===== src/rtl/mux_sel_sequencer.sv =====
// -----------------------------------------------------------------------------
// mux_sel_sequencer
//
// Round-robin select generator for a 4x1 mux. Four request lines compete for
// the mux; one channel is granted at a time and keeps the mux for DWELL cycles
// before rotation is considered. All outputs are registered.
//
// Parameters
//   DWELL : cycles a granted channel keeps the mux before rotation (1..2^CW-1)
//   CW    : width of the dwell counter
//
// Ports
//   clk_i   : clock, all state updates on the rising edge
//   rst_i   : synchronous active-high reset
//   en_i    : sequencer enable; 0 drops any grant and forces IDLE
//   req_i   : channel requests, bit0=a .. bit3=d
//   hold_i  : blocks dwell-expiry rotation (not release on dropped req/en)
//   s1_o    : mux select MSB, index = {s1_o, s2_o}
//   s2_o    : mux select LSB
//   gnt_o   : one-hot grant, 0000 when not valid
//   valid_o : a channel is granted and s1_o/s2_o are meaningful
//   sw_o    : one-cycle pulse on the first cycle of every new grant
// -----------------------------------------------------------------------------
module mux_sel_sequencer #(
    parameter int DWELL = 4,
    parameter int CW    = 8
) (
    input  logic       clk_i,
    input  logic       rst_i,
    input  logic       en_i,
    input  logic [3:0] req_i,
    input  logic       hold_i,
    output logic       s1_o,
    output logic       s2_o,
    output logic [3:0] gnt_o,
    output logic       valid_o,
    output logic       sw_o
);

    typedef enum logic [0:0] {
        ST_IDLE  = 1'b0,
        ST_GRANT = 1'b1
    } state_e;

    localparam logic [CW-1:0] CNT_MAX   = {CW{1'b1}};
    localparam logic [CW-1:0] DWELL_CNT = CW'(DWELL);

    state_e        state_q, state_d;
    logic [1:0]    last_q,  last_d;
    logic [CW-1:0] cnt_q,   cnt_d;
    logic [1:0]    sel_q,   sel_d;
    logic [3:0]    gnt_q,   gnt_d;
    logic          valid_q, valid_d;
    logic          sw_q,    sw_d;

    logic [2:0]    win_s;
    logic          found_s;
    logic [1:0]    winner_s;

    // Search order ptr+1, ptr+2, ptr+3, ptr. Scanning from farthest to nearest
    // lets the nearest set request overwrite the result last.
    // Returns {found, index}.
    function automatic logic [2:0] rr_search(input logic [3:0] req,
                                             input logic [1:0] ptr);
        logic [2:0] res;
        logic [1:0] idx;
        res = 3'b000;
        for (int k = 4; k >= 1; k--) begin
            idx = ptr + k[1:0];
            if (req[idx]) begin
                res = {1'b1, idx};
            end else begin
                res = res;
            end
        end
        return res;
    endfunction

    // Index to one-hot grant vector.
    function automatic logic [3:0] onehot4(input logic [1:0] idx);
        return 4'b0001 << idx;
    endfunction

    // Round-robin winner relative to the last granted channel.
    always_comb begin
        win_s    = rr_search(req_i, last_q);
        found_s  = win_s[2];
        winner_s = win_s[1:0];
    end

    // Next-state and output decode; sw defaults low so it only pulses.
    always_comb begin
        state_d = state_q;
        last_d  = last_q;
        cnt_d   = cnt_q;
        sel_d   = sel_q;
        gnt_d   = gnt_q;
        valid_d = valid_q;
        sw_d    = 1'b0;

        case (state_q)
            ST_IDLE: begin
                if (en_i && found_s) begin
                    state_d = ST_GRANT;
                    last_d  = winner_s;
                    sel_d   = winner_s;
                    gnt_d   = onehot4(winner_s);
                    valid_d = 1'b1;
                    sw_d    = 1'b1;
                    cnt_d   = {{(CW-1){1'b0}}, 1'b1};
                end else begin
                    // Select lines keep their last value while idle.
                    valid_d = 1'b0;
                    gnt_d   = 4'b0000;
                end
            end

            ST_GRANT: begin
                if (!en_i) begin
                    state_d = ST_IDLE;
                    valid_d = 1'b0;
                    gnt_d   = 4'b0000;
                end else if (!req_i[last_q]) begin
                    // Current owner dropped: any other requester wins now,
                    // and the winner necessarily differs from the owner.
                    if (found_s) begin
                        last_d  = winner_s;
                        sel_d   = winner_s;
                        gnt_d   = onehot4(winner_s);
                        valid_d = 1'b1;
                        sw_d    = 1'b1;
                        cnt_d   = {{(CW-1){1'b0}}, 1'b1};
                    end else begin
                        state_d = ST_IDLE;
                        valid_d = 1'b0;
                        gnt_d   = 4'b0000;
                    end
                end else if ((cnt_q >= DWELL_CNT) && !hold_i) begin
                    cnt_d = {{(CW-1){1'b0}}, 1'b1};
                    if (winner_s != last_q) begin
                        last_d  = winner_s;
                        sel_d   = winner_s;
                        gnt_d   = onehot4(winner_s);
                        sw_d    = 1'b1;
                    end else begin
                        // Sole requester: re-arm the dwell without a strobe.
                        sw_d = 1'b0;
                    end
                end else begin
                    if (cnt_q != CNT_MAX) begin
                        cnt_d = cnt_q + {{(CW-1){1'b0}}, 1'b1};
                    end else begin
                        cnt_d = cnt_q;
                    end
                end
            end

            default: begin
                state_d = ST_IDLE;
                valid_d = 1'b0;
                gnt_d   = 4'b0000;
            end
        endcase
    end

    // State and output registers with synchronous reset; the pointer resets
    // to 3 so the first search starts at channel 0.
    always_ff @(posedge clk_i) begin
        if (rst_i) begin
            state_q <= ST_IDLE;
            last_q  <= 2'd3;
            cnt_q   <= {CW{1'b0}};
            sel_q   <= 2'b00;
            gnt_q   <= 4'b0000;
            valid_q <= 1'b0;
            sw_q    <= 1'b0;
        end else begin
            state_q <= state_d;
            last_q  <= last_d;
            cnt_q   <= cnt_d;
            sel_q   <= sel_d;
            gnt_q   <= gnt_d;
            valid_q <= valid_d;
            sw_q    <= sw_d;
        end
    end

    assign s1_o    = sel_q[1];
    assign s2_o    = sel_q[0];
    assign gnt_o   = gnt_q;
    assign valid_o = valid_q;
    assign sw_o    = sw_q;

endmodule


===== config.mk =====
export PLATFORM = sky130hd
export DESIGN_NAME = mux_sel_sequencer
export DESIGN_NICKNAME = d
export VERILOG_FILES = /design/src/rtl/mux_sel_sequencer.sv
export SDC_FILE = /design/constraint.sdc
export NUM_CORES = 1
export LEC_CHECK = 0
export ABC_AREA = 1
export CAP_MARGIN = 20
export CORE_MARGIN = 2
export CORE_UTILIZATION = 54
export DETAILED_ROUTE_END_ITERATION = 10
export PLACE_DENSITY = 0.88
export SKIP_LAST_GASP = 1
export SYNTH_ARGS = -nofsm -noshare
export SYNTH_HDL_FRONTEND = slang
export SYNTH_SLANG_ARGS = --single-unit

===== constraint.sdc =====
create_clock -name clk_i -period 2.1 [get_ports clk_i]
set_input_delay 0.42 -clock clk_i [delete_from_list [all_inputs] [get_ports clk_i]]
set_output_delay 0.42 -clock clk_i [all_outputs]
set_load 0.1 [all_outputs]

# Word level (Yosys, flattened, before mapping)
# Index checks and enable logic that the tools add are counted.
# word_totals
reg_bits,19
inputBits,8
out_inout_bits,8
elab_cells,81
# op_classes
n_addsub,4
n_lt_le_gt_ge,5
eq_ne,11
shift,1
muxes,46
bitwise,1
n_reduce_logical,6
# op_table
op,n
two-way mux 8 bit,6
two-way mux 4 bit,6
case mux 8 bit (2 select lines),1
two-way mux 1 bit,14
< comparator 2 x 3 -> 1 bit (second input constant),4
two-way mux 2 bit,6
two-way mux 3 bit,4
adder 8 x 1 -> 8 bit (second input constant),1
binary-select mux 1 bit (select 2 bit),4
>= comparator 8 x 3 -> 1 bit (second input constant),1
!= test 4 x 3 -> 1 bit (second input constant),2
!= test 8 bit (second input constant),1
case mux 4 bit (2 select lines),1
!= test 3 x 2 -> 1 bit (second input constant),2
case mux 1 bit (2 select lines),3
AND reduction 5 bit,1
adder 2 bit (second input constant),2
!= test 2 bit (second input constant),2
!= test 4 x 2 -> 1 bit (second input constant),1
case mux 2 bit (2 select lines),1
AND reduction 4 bit,1
<< shifter 1 x 2 -> 4 bit (first input constant),1
!= test 3 x 1 -> 1 bit (second input constant),1
!= test 3 bit (second input constant),1
6 further kinds,7

# Longest topological paths before layout
# Gate-level depths: netlist of run 1.
# logic_depth
depth_word,12
ltp_mapped,15
mapped_depth_nobuf,14

# Worst setup path after synthesis of run 1
# Ideal clock, no wire load.
# synth_path
kind,reg2reg
start,register last_q[0]
end,register cnt_q[7]
setup_ns,0.113
t_arrival_ns,1.380
required_time_ns,1.987
slack_ns,0.607
stages_incl_launch_ff,12
n_path_buf,1
cell_sequence,dfxtp_1 buf_6 nand2_2 nand2_2 or2_1 o21a_4 nand2_4 nand2_4 nand3_1 nand2_1 nand2_1 nor2_1
# synth_between
elab_chain_len,9
elab_cells_between_ends,23
# synth_lines
item,line_no,rtl
from (decl),49,"logic [1:0] last_q, last_d;"
from (signal assigned),179,last_q <= last_d;
adder 2 bit or binary-select mux 1 bit (select 2 bit) (tied branches),"69, 70, 123",
binary-select mux 1 bit (select 2 bit) or two-way mux 1 bit (tied branches),"70, 123",
two-way mux 1 bit (not written as such) or two-way mux 3 bit (tied branches),70,if (req[idx]) begin
two-way mux 3 bit (3 in a row),70,
logical AND 1 bit,103,if (en_i && found_s) begin
!= test 2 bit (no source line),n/a,
AND reduction 4 bit (no source line),n/a,
to (signal assigned),172,cnt_q <= {CW{1'b0}};
to (signal assigned),180,cnt_q <= cnt_d;
to (decl),50,"logic [CW-1:0] cnt_q, cnt_d;"
# Several ways; a longest one is shown, not always the timed one. The select of a mux whose other input is x is not followed.
# A chain may end at the register's enable or synchronous reset.

# Worst setup path after layout of run 1
# layout_path
start,register last_q[0]
end,register gnt_q[2] (netlist: gnt_o[2])
# layout_between
elab_chain_len,12
elab_cells_between_ends,28
# layout_lines
item,line_no,rtl
adder 2 bit or binary-select mux 1 bit (select 2 bit) (tied branches),"69, 70, 123",
binary-select mux 1 bit (select 2 bit) or two-way mux 1 bit (tied branches),"70, 123",
two-way mux 1 bit (not written as such) or two-way mux 3 bit (tied branches),70,
two-way mux 3 bit (3 in a row),70,
<< shifter 1 x 2 -> 4 bit,81,return 4'b0001 << idx;
two-way mux 4 bit,140,if (winner_s != last_q) begin
two-way mux 4 bit,138,end else if ((cnt_q >= DWELL_CNT) && !hold_i) begin
two-way mux 4 bit,123,end else if (!req_i[last_q]) begin
two-way mux 4 bit,119,if (!en_i) begin
case mux 4 bit (2 select lines),101,case (state_q)
to (signal assigned),182,gnt_q <= gnt_d;
to (decl),52,"logic [3:0] gnt_q, gnt_d;"
# Several ways; a longest one is shown, not always the timed one. The select of a mux whose other input is x is not followed.

==> key figures, run 1 <==
Power
  • Clk pwr share: 14.6%
  • Cell internal pwr: roughly 670 uW
  • Max VDD drop: about 0.00050 V
  • Net load switching power: ~640 uW
  • Register share of total power: about 33%
  • Sw Ratio: 48.9%
  • Overall Power: ~1300 uW
  • Leakage: between 0.0006 and 0.0007 uW
  • Comb pwr share: roughly 52%
  • PD cells: 928 mW/mm^2

Timing
  • Final hold vios: 0
  • Worst Skew: approximately 9 ps
  • RSZ-0062 raised after global routing: no
  • Slew margin rel.: about three quarters
  • Final period utilization: about nine tenths
  • Fmax achieved: 0.541 GHz
  • # setup viols final: 0
  • Fin crit period: between 1500 and 2000 ps
  • Max Slew Vio Count: 0
  • Worst-margin pin slew: 374 ps

Synth
  • Yosys top cell by area: dfxtp_1
  • Top cells by area, synth: dfxtp_1, nand2_1, inv_1
  • Synth unique cells: 30
  • #FFs+latches synth: 19
  • Post-synthesis net count: 192
  • Synth Cell Area: approximately 0.0012 mm^2
  • Ys Warns: 0
  • Mean Syn Cell Area: 6.68 um^2
  • Area share of the leading cell type in the synthesized netlist: between 30% and 40%
  • Post-synthesis sequential area ratio: a little under a third
  • Post-Syn Instances: 182

Route
  • Wire per inst: 10.9 um
  • DR WL met3: 57 um
  • Post-Route M1 WL: 1090 um
  • TritonRoute pass-1 iters: 4
  • Vias: 1181
  • Post-DRT Antenna Nets: 0
  • Residual DRC: 0
  • DR iter-0 viols: 17
  • Via density: a little over 5
  • Routed WL: about 2500 um
  • WL met2: between 1000 and 1500 um
  • Uppermost routed layer: met4

Global routing
  • All-Layer GR Usage: 21.9%
  • Vias in the first global route: ~1100
  • Gr ovfl total: 0
  • Initial antenna violation count: 0
  • First-pass GRT wire length: 4500 um
  • Largest net degree at the start of global routing: 12

Clock tree
  • Post-CTS Hold Fix Bufs: 0
  • CTS H-tree depth: 1
  • Clock root cell: clkbuf_4
  • Post-CTS Setup Bufs: 0
  • CTS tree: yes
  • CTS Buf Count: 3
  • Max clock buf depth: 2
  • Clk pin slew, worst setup/hold paths: 110 ps
  • Clock sink count: 19
  • Clock network latency to the later pin of the worst-skew pair: just over 300 ps
  • Cts repair resizes: 0

Critical path
  • Crit-path most repeated cell: nand3_1
  • Slowest CP cell: dfxtp_1
  • Worst reg-to-reg path cell count: 10
  • CP Launch Type: flop
  • Critical path class: flop to flop
  • Critical Path, Cell by Cell: buf_4, nand2_1, nand3_1, nand3_1, nand3_1, nand3_1, nand3_2, nand2_2, o21ai_0, nor2_1
  • Kind of end point of the critical path: flop
  • Crit path required time: around 2300 ps
  • Critical Path Max Stage Delay: 450 ps
  • CP Max Fanout: 8
  • Critical path arrival: just over 2000 ps

Placement
  • Cell count after placement: 226
  • Routability cong.: ~0.84
  • Buffers added on ports: 15
  • Half-perimeter wire length after placement: 2070 um

Floorplan
  • Num ports: 16
  • Starting Density: between 50% and 60%
  • Site Rows: 17
  • Die W: roughly 50 um
  • Die Area: 0.00265 mm^2
  • Core area: 0.00217 mm^2
  • DIE HEIGHT: just over 50 um

Layout
  • Antenna diodes: 0
  • Non-filler cells, final: 230
  • Layout cells sized above 1: 19.8%
  • Area growth syn-to-layout: 16.7%
  • Nets@finish: roughly 210
  • Finished Core Util: 65.4%

Status
  • Status: finished, final reports clean

Worst hold path
  • Hold depth: 2
  • Min-Delay Path Class: flop to flop

Job
  • Max-Cap Viols: 0
[cell usage after synthesis]
library cell,instances
nand2_1,45
o21ai_1,5
dfxtp_1,19
o21ai_2,1
a21oi_4,1
o21ai_0,4
inv_2,1
nor3_1,2
nand2_4,3
o21ai_4,1
nand3_1,17
ha_1,2
buf_1,1
xor2_1,1
nand3_2,2
nor2_2,1
buf_4,1
nand4_1,4
a21oi_1,10
buf_6,1
nand3_4,1
or2_1,1
a21oi_2,1
a31oi_1,1
nor2_1,17
nand2_2,10
inv_1,26
buf_2,1
o21a_4,1
a211oi_1,1
[critical path, delay by kind of cell (launching register included)]
family | cells | cell delay, ps
and+or+nand+nor | 8 | 870
DFF | 1 | 450
AOI/OAI and AO/OA | 1 | 230
buffers and inverters | 1 | 190
[placed cells by master, fill, tap and decap left out, drive strengths merged]
cell type	count
a211oi	1
a21oi	12
a31oi	1
buf	13
clkbuf	3
clkdlybuf4s50	7
clkinv	1
dfxtp	19
ha	2
inv	27
nand2	58
nand3	20
nand4	4
nor2	18
nor3	2
o21a	1
o21ai	11
or2	1
xor2	1
[registers in the layout, indices dropped and copies added (netlist names)]
register	flops
gnt_o	4
last_q	2
cnt_q	8
sw_o	1
sel_q	2
valid_o	1
state_q	1
[layout make-up]
cell class	count	area, um^2
inverters	27	101
clock buffers	3	22.5
repair buffers	20	168
well taps	28	35.0
clock inverters	1	5.00
fillers	210	751
multi-input cells	132	707
flip-flops and latches	19	380
[metal layers]
metal,track usage (%),up-vias
met5,0,-
met4,5.70,0
met3,3.80,4
met2,41.5,15
met1,24.9,543
li1,-,619
[power groups by stage]
stage	combinational, uW	clock (uW)	sequential [uW]
2_1_floorplan	368	0	621
3_3_place_gp	662	0	445
3_5_place_dp	683	0	448
4_1_cts	686	195	440
5_1_grt	751	204	445
6_report	684	193	440
[path summary, 6_finish.rpt]
kind | startpoint | endpoint | slack [ps]
worst max-delay path | last_q[0] | gnt_o[2] | 250
worst min register to register | sel_q[1] | sel_q[1] | 470
worst max register to register | last_q[0] | gnt_o[2] | 250
worst min-delay path | sel_q[1] | sel_q[1] | 470
[logic make-up (layout without fill, tap and decap cells)]
logic type / Yosys count / after routing / share of synthesized area [%]
AOI/OAI and AO/OA: 26 / 26 / 14.3
xor gates and xnor gates: 1 / 1 / 0.720
adders and majority gates: 2 / 2 / 2.06
buffers and inverters: 31 / 51 / 10.6
DFF: 19 / 19 / 31.3
and+or+nand+nor: 103 / 103 / 41.0
[stage by stage]
stage | setup TNS [ps] | worst slack (ps) | hold WS [ps] | instance area [um^2]
floorplan | 0 | 607 | 446 | 1220
global placement | 0 | 44.5 | 455 | 1390
detailed placement | -164 | -51.8 | 461 | 1390
CTS | 0 | 268 | 477 | 1420
global route | 0 | 81.2 | 495 | 1420
finish | 0 | 251 | 473 | 1420
(Power assumes the default switching activity.)
==> run 2: changes to the inputs <==
--- a/config.mk
+++ b/config.mk
@@ -8,9 +8,9 @@
 export ABC_AREA = 1
 export CAP_MARGIN = 20
 export CORE_MARGIN = 2
-export CORE_UTILIZATION = 54
+export CORE_UTILIZATION = 49
 export DETAILED_ROUTE_END_ITERATION = 10
-export PLACE_DENSITY = 0.88
+export PLACE_DENSITY = 0.85
 export SKIP_LAST_GASP = 1
 export SYNTH_ARGS = -nofsm -noshare
 export SYNTH_HDL_FRONTEND = slang
==> constraint.sdc (replaced) <==
create_clock -name clk_i -period 1.6 [get_ports clk_i]
set_input_delay 0.32 -clock clk_i [delete_from_list [all_inputs] [get_ports clk_i]]
set_output_delay 0.32 -clock clk_i [all_outputs]
set_load 0.1 [all_outputs]
==> run 2 against run 1 <==
Effect of this change: the run now ends with negative setup slack left; design area increased by 28%; die area increased by 9.4%; clock skew about the same; routed wire length increased by 25%; utilization increased by 9.7 points; non-clock buffer count increased by 14; clock power increased by 32%; register-to-register slack got worse by 320 ps; fmax increased by 11%; combinational power increased by 89%; largest cell class unchanged.
==> key figures, run 2 (same netlist as run 1, synthesis figures left out) <==
Status
  • Status: finished, violations left
  • Violated checks: negative setup slack

Global routing
  • All-Layer GR Usage: 22.0% (+0.094 points)
  • Vias in the first global route: 1145 (+0.79%)
  • Initial antenna violation count: 0 (unchanged)
  • First-pass GRT wire length: 4620 um (+2.8%)
  • Gr ovfl total: 0 (unchanged)
  • Largest net degree at the start of global routing: 12 (unchanged)

Timing
  • Hold_ws: 487 ps (+14.0 ps)
  • Final hold vios: 0 (unchanged)
  • RSZ-0062 raised after global routing: yes
  • Worst Skew: 9.29 ps (+0.324 ps)
  • # setup viols final: 14 (+14)
  • Slew margin rel.: 73.6% (-1.3 points)
  • Fin crit period: 1670 ps (-180 ps)
  • Final period utilization: 104% (+16 points)
  • PnR worst setup slack: -69.3 ps (-320 ps)
  • Fmax achieved: 0.599 GHz (+11%)
  • Max Slew Vio Count: 0 (unchanged)
  • Worst-margin pin slew: 393 ps (+18.2 ps)

Clock tree
  • Post-CTS Hold Fix Bufs: 0 (unchanged)
  • Clk pin slew, worst setup/hold paths: 120 ps (about the same)
  • CTS Buf Count: 3 (unchanged)
  • Max clock buf depth: 2 (unchanged)
  • Clock root cell: clkbuf_4
  • Clock network latency to the later pin of the worst-skew pair: 310 ps (about the same)
  • CTS H-tree depth: 1 (unchanged)
  • Clock sink count: 19 (unchanged)
  • CTS tree: yes

Route
  • Residual DRC: 0 (unchanged)
  • Routed WL: 3140 um (+25%)
  • Via density: 5.28 (+2.9%)
  • Vias: 1300 (+10%)
  • Post-DRT Antenna Nets: 0 (unchanged)
  • DR iter-0 viols: 28 (+11)
  • Wire per inst: 12.8 um (+17%)
  • TritonRoute pass-1 iters: 4 (unchanged)

Layout
  • Area growth syn-to-layout: 48.8%
  • Multi-input gate area: 876 um^2 (+24%)
  • Most common cell after layout, fill and taps aside: nand2_1
  • Post-route cell area: 0.00181 mm^2 (+28%)
  • Layout cells sized above 1: 41.7% (+22 points)
  • Reg with most FFs: cnt_q
  • Area occupied by registers: 383 um^2 (+0.66%)
  • Antenna diodes: 0 (unchanged)
  • Most frequent cells in the layout: nand2_1, inv_1, nand2_2
  • FILL cells: 168 (-20%)
  • Nets@finish: 227 (+6.6%)
  • Max FFs per register: 8 (unchanged)
  • Non-filler cells, final: 246 (+7.0%)

Placement
  • Buffers added on ports: 15 (unchanged)
  • Routability cong.: 0.865 (+2.4%)
  • Half-perimeter wire length after placement: 2060 um (-0.15%)
  • Area post-placement: 0.00158 mm^2 (+13%)
  • Cell count after placement: 239 (+5.8%)

Floorplan
  • Num ports: 16 (unchanged)
  • Core area: 0.00241 mm^2 (+11%)
  • DIE HEIGHT: 53.8 um (+4.6%)
  • Die Area: 0.00290 mm^2 (+9.4%)
  • Die W: 53.8 um (+4.6%)
  • Site Rows: 18 (+1)
  • Starting Density: 50.5% (-5.6 points)

Critical path
  • Worst Setup SP: last_q[0]
  • CP Launch Type: flop
  • CP Max Fanout: 7 (-1)
  • Crit-path most repeated cell: nand2_4
  • Critical path class: flop to flop
  • Buf/Inv on CP: 1 (unchanged)
  • Critical path arrival: 1910 ps (-130 ps)
  • Critical Path Max Stage Delay: 360 ps (-90 ps)
  • Crit path required time: 1840 ps (-460 ps)
  • Slowest CP cell: dfxtp_2
  • Critical Path, Cell by Cell: buf_6, nand2_4, nand2_4, or2_1, o21a_4, a21oi_4, o21ai_1, a31oi_1
  • RR Startpoint: last_q[0]
  • Kind of end point of the critical path: flop
  • CP top delay family: compound AO/OA/AOI/OAI gates

Power
  • Leakage: 0.000839 uW (+22%)
  • PD cells: 1180 mW/mm^2 (+27%)
  • Max VDD drop: 0.00127 V (+160%)

Worst hold path
  • Min-Delay Path Class: flop to flop
  • Min-delay src: cnt_q[4]

Job
  • Max-Cap Viols: 0 (unchanged)
-- run 2: changes by cell type in the layout (fill, tap and decap cells not counted), moves of 5 or more --
| cell | previous run | this run |
|---|---|---|
| nand2_2 | 10 | 21 |
| nand2_1 | 45 | 28 |
| buf_4 | 13 | 18 |
| buf_12 | 0 | 8 |
| nand3_2 | 2 | 8 |
| nand3_1 | 17 | 9 |
-- run 2: report_power, final --
part / total (uW) / switching (uW) / internal [uW]
registers: 592 / 61.8 / 531
clock network: 255 / 161 / 93.5
logic: 1290 / 808 / 478
total: 2130 / 1030 / 1100
-- run 2: worst paths after layout --
path | end | slack (ps) | cells after the start
max reg2reg | cnt_q[1] | -70 | 8
min reg2reg | cnt_q[4] | 490 | 2
max | cnt_q[1] | -70 | 8
min | cnt_q[4] | 490 | 2
-- run 2: worst min-delay path, stage by stage, from the launching register on --
cell and delay [ps]:
dfxtp_1 340, inv_1 70, a21oi_2 40
-- run 2: timing repair --
| action | CTS | global route |
|---|---|---|
| pin swaps | 5 | 14 |
| resized for setup | 4 | 51 |
| endpoints found under the setup margin | 16 | 18 |
| buffers inserted | 2 | 1 |
-- run 2: metrics by stage --
step	setup slack, ps	TNS [ps]	total power, uW	utilization, %
floorplan	107	0	1300	-
global placement	-354	-5580	1620	65.4
detailed placement	-426	-6470	1630	65.4
CTS	-86.9	-596	1930	67.7
global route	-170	-1750	2240	75.1
finish	-69.3	-562	2130	75.1
-- run 2: cell type report --
class	instances	share of cell area, %
clock buffers	3	1.24
clock inverters	1	0.277
inverters	27	5.60
multi-input cells	132	48.4
flip-flops and latches	19	21.2
well taps	30	2.07
repair buffers	34	21.2
-- run 2: routing by layer --
| layer | vias up | wire (um) | global-route usage [%] |
|---|---|---|---|
| met5 | - | 0 | 0 |
| met4 | 0 | 89 | 9.40 |
| met3 | 13 | 115 | 5.56 |
| met2 | 40 | 1640 | 38.6 |
| met1 | 602 | 1300 | 25.0 |
| li1 | 645 | - | - |
==> run 3: changes to the inputs <==
--- a/config.mk
+++ b/config.mk
@@ -12,6 +12,7 @@
 export DETAILED_ROUTE_END_ITERATION = 10
 export PLACE_DENSITY = 0.85
 export SKIP_LAST_GASP = 1
+export SLEW_MARGIN = 20
 export SYNTH_ARGS = -nofsm -noshare
 export SYNTH_HDL_FRONTEND = slang
 export SYNTH_SLANG_ARGS = --single-unit
==> results of run 3 <==
Same layout as run 2: the final DEF is identical, and so are final timing and power.
